--- src/rtl/cpu_ctrl_pkg.sv ---
// rtl/cpu_ctrl_pkg.sv - shared types and constants for the CPU run controller
// Holds the controller state enum and the strobe counter width used by cpu_run_ctrl.
package cpu_ctrl_pkg;

    typedef enum logic [1:0] {
        S_HALT,
        S_RUN,
        S_STEP,
        S_BREAK
    } ctrl_state_t;

    localparam int STEP_CNT_W = 8;

endpackage

--- src/rtl/btn_edge.sv ---
// rtl/btn_edge.sv - button synchronizer and rising-edge pulse generator
// Ports:
//   clk    system clock
//   rst    synchronous active-high reset
//   in     asynchronous button level
//   pulse  one-cycle registered pulse per rising edge of in
module btn_edge (
    input  logic clk,
    input  logic rst,
    input  logic in,
    output logic pulse
);

    logic sync1;
    logic sync2;
    logic prev;

    // The pulse is registered so a level first sampled at edge k shows up
    // as a pulse in the cycle after edge k+2.
    always_ff @(posedge clk) begin
        if (rst) begin
            sync1 <= 1'b0;
            sync2 <= 1'b0;
            prev  <= 1'b0;
            pulse <= 1'b0;
        end else begin
            sync1 <= in;
            sync2 <= sync1;
            prev  <= sync2;
            pulse <= sync2 & ~prev;
        end
    end

endmodule

--- src/rtl/cpu_run_ctrl.sv ---
// rtl/cpu_run_ctrl.sv - run/halt/single-step/breakpoint sequencer for the 4-bit CPU
// Ports:
//   clk, rst         system clock, synchronous active-high reset
//   run_btn          button level, rising edge requests RUN
//   step_btn         button level, rising edge requests one instruction
//   halt_btn         button level, rising edge requests HALT
//   bp_en, bp_addr   PC-match breakpoint enable and address
//   pc               current CPU program counter
//   cpu_en           one-cycle CPU advance strobe
//   running          state is RUN
//   at_break         state is BREAK
//   step_count       strobes issued, modulo 256
import cpu_ctrl_pkg::*;

module cpu_run_ctrl #(
    parameter int PRESCALE = 1000,
    parameter int CNT_W    = 10
) (
    input  logic                  clk,
    input  logic                  rst,
    input  logic                  run_btn,
    input  logic                  step_btn,
    input  logic                  halt_btn,
    input  logic                  bp_en,
    input  logic [3:0]            bp_addr,
    input  logic [3:0]            pc,
    output logic                  cpu_en,
    output logic                  running,
    output logic                  at_break,
    output logic [STEP_CNT_W-1:0] step_count
);

    localparam logic [CNT_W-1:0] CNT_LAST = CNT_W'(PRESCALE - 1);

    ctrl_state_t    state;
    ctrl_state_t    state_next;
    logic [CNT_W-1:0] cnt;
    logic           skip_bp;
    logic           run_p;
    logic           step_p;
    logic           halt_p;
    logic           slot;
    logic           bp_hit;
    logic           strobe;
    logic           run_enter;

    btn_edge u_run_edge  (.clk(clk), .rst(rst), .in(run_btn),  .pulse(run_p));
    btn_edge u_step_edge (.clk(clk), .rst(rst), .in(step_btn), .pulse(step_p));
    btn_edge u_halt_edge (.clk(clk), .rst(rst), .in(halt_btn), .pulse(halt_p));

    assign slot   = (cnt == CNT_LAST);
    // skip_bp lets the instruction we stopped on execute once after resuming.
    assign bp_hit = bp_en && (pc == bp_addr) && !skip_bp;

    always_comb begin
        state_next = state;
        strobe     = 1'b0;
        run_enter  = 1'b0;
        case (state)
            S_HALT, S_BREAK: begin
                if (halt_p) begin
                    state_next = S_HALT;
                end else if (run_p) begin
                    state_next = S_RUN;
                    run_enter  = 1'b1;
                end else if (step_p) begin
                    state_next = S_STEP;
                end
            end
            S_STEP: begin
                strobe     = 1'b1;
                state_next = S_HALT;
            end
            S_RUN: begin
                if (halt_p) begin
                    state_next = S_HALT;
                end else if (slot) begin
                    if (bp_hit) begin
                        state_next = S_BREAK;
                    end else begin
                        strobe = 1'b1;
                    end
                end
            end
            default: state_next = S_HALT;
        endcase
    end

    assign cpu_en   = strobe & ~rst;
    assign running  = (state == S_RUN);
    assign at_break = (state == S_BREAK);

    always_ff @(posedge clk) begin
        if (rst) begin
            state      <= S_HALT;
            cnt        <= '0;
            skip_bp    <= 1'b0;
            step_count <= '0;
        end else begin
            state <= state_next;
            if (run_enter) begin
                cnt     <= '0;
                skip_bp <= 1'b1;
            end else if (state == S_RUN) begin
                cnt <= slot ? '0 : cnt + CNT_W'(1);
                if (strobe) begin
                    skip_bp <= 1'b0;
                end
            end
            if (strobe) begin
                step_count <= step_count + STEP_CNT_W'(1);
            end
        end
    end

endmodule

--- config.mk ---
export PLATFORM = sky130hd
export DESIGN_NAME = cpu_run_ctrl
export DESIGN_NICKNAME = d
export VERILOG_FILES = /design/src/rtl/cpu_ctrl_pkg.sv /design/src/rtl/btn_edge.sv /design/src/rtl/cpu_run_ctrl.sv
export SDC_FILE = /design/constraint.sdc
export NUM_CORES = 1
export LEC_CHECK = 0
export CORE_MARGIN = 2
export CORE_UTILIZATION = 24
export CTS_BUF_LIST = sky130_fd_sc_hd__clkbuf_2
export CTS_CLUSTER_SIZE = 14
export DETAILED_ROUTE_END_ITERATION = 7
export GPL_TIMING_DRIVEN = 1
export PLACE_DENSITY = 0.42
export SYNTH_ARGS = -nofsm -noshare
export SYNTH_HDL_FRONTEND = slang
export SYNTH_HIERARCHICAL = 1
export SYNTH_SLANG_ARGS = --single-unit
--- constraint.sdc ---
create_clock -name clk -period 1.9 [get_ports clk]
set_input_delay 0.38 -clock clk [delete_from_list [all_inputs] [get_ports clk]]
set_output_delay 0.38 -clock clk [all_outputs]
set_load 0.005 [all_outputs]
==> metrics.cfg, run 1 <==
[detailed_routing]
via_per_inst = 4.482
postRouteWirelength_um = 3418
ant_nets = 0
route.detailed.wl_per_inst_um = 12.21
dr_total_vias = 1255
drt_pass1_iterations = 4
first_iter_violations = 33
drcViolationCount = 0

[clocking]
cts_max_level = 2
worst_skew_pair.late_latency_ps = 380
post_cts_hold_buffer_count = 0
clock-root-buffer = clkbuf_2
cts_tree = built
cts_made_buffers = 5
tritoncts_num_sinks = 33
clockBufferDepth = 2
clk_transition_reported_paths_ps = 190

[worst_setup_path]
endpoint_kind = output pin
reg2reg_slack_ps = -190
worst-endpoint-arrival_ps = 1800
cp.required_ps = 1520
cp-startpoint = cnt[9]
setup.worst_path.class = reg -> out
timing.critical_path.fanout_max = 2
kind_of_start_point_of_the_critical_path = flop
worst_r2r_startpoint = cnt[9]

[timing]
fin_worst_skew_ps = 13.22
final_worst_setup_slack_ps = -275.8
min_period_ps = 2176
rsz0062_at_grt = true
slew_headroom = 0.8253
final_critical_path_share_of_the_clock_period = 1.145
final_setup_violations = 7
report.final.slew_viol_count = 0
tightestPinTransition_ps = 259.2
timing.setup.tns_ps = -848.5
achievable-frequency_mhz = 459.6
hold_violations = 0

[logic_synthesis]
ys_ff_latch = 33
synth.lib_cells_used.distinct = 36
syn_area_per_cell_sq_um = 9.512
synth_sequential_area_ratio = 0.4599
synth-async-reset-ratio = 0
postSynth.topFlopCell = dfxtp_1
netlist_instances = 151
syn_area_sq_um = 1436
synth_nets = 170
yosys_warnings = 6
synth-edff-count = 0

[layout]
final_net_count = 223
synthToLayoutAreaGrowth_pct = 48.52
layout.cells.non_filler = 280
drive_gt1_frac = 0.3415
n_antenna_cell = 0

[worst_hold_path]
timing.hold.worst.class = reg -> reg
hold_start = u_step_edge/prev

[status]
violated_checks = negative setup slack
run_status = finished with violations

[global_routing]
grt_overflow = 0
grt_pass1_wl_um = 5692
grt.total_usage = 0.1124
first_global_vias = 1334
antenna_found_initial = 0
grt_max_degree = 22

[place]
finalWeightedCongestion = 0.6930
place_hpwl_um = 2475
port_buffers = 24
place_inst = 270

[die]
die_width_um = 81.36
die_h_um = 81.36
die-area_sq_um = 6619
placement_rows = 28
ios = 25
core_area_sq_um = 5851
initial_utilization = 0.2455

[power_and_ir_drop]
power.static_leakage_nw = 0.8266
worst_ir_drop_vdd_mv = 0.2640
powerDensity_nw_per_um2 = 654.6

[flow_run]
max_cap_violations = 0

## path summary, 6_finish.rpt
path,to,cells after the start
hold / removal,u_step_edge/pulse,1
setup / recovery,cpu_en,5
setup reg to reg,step_count[7],6
hold reg to reg,u_step_edge/pulse,1
## sequential cells by signal (all words and copies together), names as in the netlist
name / flops
u_run_edge/prev: 1
u_halt_edge/pulse: 1
u_halt_edge/prev: 1
u_step_edge/pulse: 1
cnt: 10
skip_bp: 1
u_step_edge/sync1: 1
u_halt_edge/sync2: 1
u_run_edge/pulse: 1
step_count: 8
state: 2
u_run_edge/sync2: 1
u_run_edge/sync1: 1
u_step_edge/prev: 1
u_halt_edge/sync1: 1
u_step_edge/sync2: 1
## Yosys cell counts, drive strengths merged (2+ instances only)
master	count	area (sq um)
dfxtp	33	660.6
nor2	18	67.56
nor2b	11	68.82
xnor2	8	70.07
nand3	7	35.03
nand2	6	22.52
o21ai	6	33.78
xor2	6	52.55
a21oi	5	25.02
ha	5	62.56
inv	5	18.77
nand4	5	31.28
nor3	4	20.02
and3	3	18.77
clkbuf	3	11.26
mux2i	3	30.03
nor3b	3	37.54
or3	3	18.77
o41ai	2	25.03
or2	2	12.51
## routing by layer
metal | up-vias | GRT usage | routed length [um]
met5 | - | 0 | 0
met4 | 0 | 0.04407 | 73
met3 | 11 | 0.03889 | 165
met2 | 35 | 0.1984 | 1665
met1 | 582 | 0.1225 | 1513
li1 | 627 | - | -
## through the flow
step                      power (mW)    util  setup WS (ps)  hold WS (ps)  area [sq um]
after detailed placement      0.9034  0.3340         -341.7         396.5          1954
after global placement        0.8989  0.3340         -320.1         394.9          1954
after CTS                      1.409  0.3578         -316.2         425.5          2093
after floorplan               0.8246       -          4.683         386.8          1466
after global routing           1.477  0.3646         -384.8         431.7          2133
final                          1.397  0.3646         -275.8         423.0          2133
## worst max-delay path, cell delays in order, from the launching register on
cell and delay, ps:
dfxtp_2 370, or3b_4 390, o41ai_2 340, o21ai_2 110, nor2_2 100, buf_2 130
## power breakdown
group / switching (mW) / internal (mW) / leakage (nW) / total, mW
Clock: 0.258 / 0.224 / 0.0392 / 0.482
Sequential: 0.0118 / 0.711 / 0.272 / 0.722
Combinational: 0.0852 / 0.107 / 0.515 / 0.192
## timing repair
action / in CTS / in global routing
gates resized for setup: 25 / 10
setup endpoints to repair: 10 / 13
buffers inserted: 5 / 1
pin swaps: 6 / 5
## layout make-up
class,instances,area [sq um]
fillers,586,3717
multi-input cells,109,840.8
flip-flops and latches,33,671.9
repair buffers,50,436.7
well taps,75,93.84
clock inverters,3,46.29
clock buffers,5,25.02
inverters,5,18.77
## layout by cell type (no fill, tap or decap), drive strengths merged, types with 2 or more instances in the layout
cell type	count
clkdlybuf4s50	22
nand3	7
nor2	18
nor3b	3
nor2b	11
clkbuf	5
o21ai	6
mux2i	3
buf	27
and3	3
nand2	6
a21oi	5
dfxtp	33
inv	5
o41ai	2
nand4	5
xnor2	8
xor2	6
nor3	4
or2	2
ha	5
or3	3
## kinds of logic (layout without fill, tap and decap cells)
family,after synthesis,count (layout),synth area share
XOR/XNOR,14,14,0.08537
adder cells (fa/ha/maj),5,5,0.04355
multiplexers,4,4,0.02875
AO/OA/AOI/OAI,19,19,0.1002
buffers and inverters,9,63,0.02439
flip-flops,33,33,0.4599
AND/OR/NAND/NOR,67,67,0.2579
Note: power is estimated with default switching activity, not from simulation.
==> inputs of run 2 (changes only) <==
--- a/config.mk
+++ b/config.mk
@@ -6,12 +6,12 @@
 export NUM_CORES = 1
 export LEC_CHECK = 0
 export CORE_MARGIN = 2
-export CORE_UTILIZATION = 24
+export CORE_UTILIZATION = 40
 export CTS_BUF_LIST = sky130_fd_sc_hd__clkbuf_2
 export CTS_CLUSTER_SIZE = 14
 export DETAILED_ROUTE_END_ITERATION = 7
 export GPL_TIMING_DRIVEN = 1
-export PLACE_DENSITY = 0.42
+export PLACE_DENSITY = 0.61
 export SYNTH_ARGS = -nofsm -noshare
 export SYNTH_HDL_FRONTEND = slang
 export SYNTH_HIERARCHICAL = 1
==> constraint.sdc (replaced) <==
create_clock -name clk -period 2.4 [get_ports clk]
set_input_delay 0.48 -clock clk [delete_from_list [all_inputs] [get_ports clk]]
set_output_delay 0.48 -clock clk [all_outputs]
set_load 0.005 [all_outputs]
==> metrics.cfg, run 2 (same netlist as run 1, synthesis figures left out) <==
[die]
placement_rows = 21  ; -25%
initial_utilization = 0.4238  ; +0.1783
die_width_um = 63.93  ; -21%
die-area_sq_um = 4086  ; -38%
core_area_sq_um = 3390  ; -42%
ios = 25  ; unchanged
die_h_um = 63.93  ; -21%

[worst_setup_path]
setup.worst_path.class = reg -> out
cp.required_ps = 1920  ; +400 ps
timing.critical_path.fanout_max = 2  ; unchanged
kind_of_start_point_of_the_critical_path = flop
endpoint_kind = output pin
worst-endpoint-arrival_ps = 1850  ; +50 ps

[layout]
registers.top_by_ff_count = cnt
reg_top3 = cnt (10), step_count (8), state (2)
commonest_non_fill_non_tap_cell_in_the_layout = dfxtp_1
layout_common_cells = 27 x dfxtp_1, 23 x clkdlybuf4s50_1, 18 x nor2_1
synthToLayoutAreaGrowth_pct = 29.09
drive_gt1_frac = 0.1979  ; -0.1436
final_net_count = 205  ; -8.1%
largest_register_ffs = 10  ; unchanged
filler_cell_count = 330  ; -44%
n_antenna_cell = 0  ; unchanged
final_util = 0.5471  ; +0.1824
layout.cells.non_filler = 233  ; -17%

[detailed_routing]
ant_nets = 0  ; unchanged
via_per_inst = 4.931  ; +10%
length_of_routed_met2_wiring_um = 1364  ; -18%
met1Wirelength_um = 1262  ; -17%
drt_pass1_iterations = 2  ; -2
dr_total_vias = 1149  ; -8.4%
highest_layer = met4
routed-wl-met3_um = 135  ; -18%
drcViolationCount = 0  ; unchanged
first_iter_violations = 43  ; +30%
route.detailed.wl_per_inst_um = 12.08  ; -1.1%
postRouteWirelength_um = 2814  ; -18%

[clocking]
clock-root-buffer = clkbuf_2
tritoncts_num_sinks = 33  ; unchanged
cts_made_buffers = 5  ; unchanged
clockBufferDepth = 2  ; unchanged
clk_transition_reported_paths_ps = 170  ; -20 ps
post_cts_hold_buffer_count = 0  ; unchanged
cts_tree = built
worst_skew_pair.late_latency_ps = 390  ; about the same
cts_max_level = 2  ; unchanged

[timing]
tightestPinTransition_ps = 588.1  ; +328.9 ps
min_period_ps = 2328
fin_worst_skew_ps = 22.84  ; +9.623 ps
slew_headroom = 0.6053  ; -0.2200
report.final.slew_viol_count = 0  ; unchanged
final_worst_setup_slack_ps = 71.74  ; +347.6 ps
rsz0062_at_grt = true
final_critical_path_share_of_the_clock_period = 0.9701
final_setup_violations = 0  ; -7
achievable-frequency_mhz = 429.5
holdWs_ps = 413.5  ; -9.516 ps
hold_violations = 0  ; unchanged

[global_routing]
grt.total_usage = 0.1538  ; +0.04144
first_global_vias = 1145  ; -14%
grt_pass1_wl_um = 4871  ; -14%
grt_max_degree = 29  ; +32%
grt_overflow = 0  ; unchanged
antenna_found_initial = 0  ; unchanged

[power_and_ir_drop]
worst_ir_drop_vdd_mv = 0.3061  ; +16%
report.power.total_uw = 950.5  ; -32%
power.static_leakage_nw = 0.7098  ; -14%
powerDensity_nw_per_um2 = 512.6  ; -22%

[place]
port_buffers = 24  ; unchanged
place_inst = 224  ; -17%
finalWeightedCongestion = 0.7344  ; +6.0%
placement.setup.worst_slack_ps = -21.60  ; +320.1 ps
place_hpwl_um = 2070  ; -16%

[worst_hold_path]
timing.hold.worst.class = reg -> reg

[flow_run]
max_cap_violations = 0  ; unchanged

[status]
run_status = complete, no violations

[run 2: cell count changes in the layout (fill, tap and decap cells not counted), moves of 2 or more]
cell / before / now
dfxtp_1: 24 / 27
o41ai_2: 2 / 0
buf_6: 2 / 0
dfxtp_2: 9 / 6
a21oi_2: 2 / 0
a21oi_1: 3 / 5
nor2_2: 2 / 0
clkinv_2: 0 / 2
nor2_1: 16 / 18
buf_4: 24 / 8
o21ai_0: 2 / 4
o21ai_1: 3 / 1
[run 2: repair_timing]
action,in CTS,in global routing
setup buffers,0,1
endpoints found under the setup margin,1,1
cloned,0,0
gates resized for setup,11,5
pin swaps,3,2
[run 2: stage by stage]
stage / setup TNS, ps / area, sq um
2_1_floorplan: 0 / 1436
6_report: 0 / 1854
4_1_cts: 0 / 1828
5_1_grt: -28.29 / 1854
3_5_place_dp: -21.60 / 1770
3_3_place_gp: -30.30 / 1770
[run 2: routing by layer]
layer | vias to the layer above | GRT usage
met3 | 5 | 0.05458
met2 | 19 | 0.2617
met4 | 0 | 0.06522
met1 | 533 | 0.1727
li1 | 592 | -
met5 | - | 0
[run 2: final timing paths]
path,slack [ps],cells after the start,endpoint,from
max,70,5,cpu_en,cnt[9]
min,410,1,u_halt_edge/pulse,u_halt_edge/prev
min reg2reg,410,1,u_halt_edge/pulse,u_halt_edge/prev
max reg2reg,300,6,step_count[7],cnt[9]
[run 2: worst max-delay path, cell delays in order (launching register included)]
cell,delay (ps)
dfxtp_2,370
or3b_4,400
o41ai_4,340
o21ai_2,90
nor2_1,130
buf_2,140
[run 2: area by class of cell]
type                    count  area (sq um)  area share
multi-input cells         109         772.0      0.4163
flip-flops and latches     33         668.1      0.3603
repair buffers             32         295.3      0.1592
well taps                  46         57.56     0.03104
clock buffers               5         25.02     0.01350
inverters                   5         18.77     0.01012
clock inverters             3         17.52    0.009447
[run 2: power by group]
part | switching [mW] | internal [mW]
Clock | 0.192 | 0.0679
Combinational | 0.0526 | 0.0656
Sequential | 0.00986 | 0.563
Total | 0.254 | 0.696
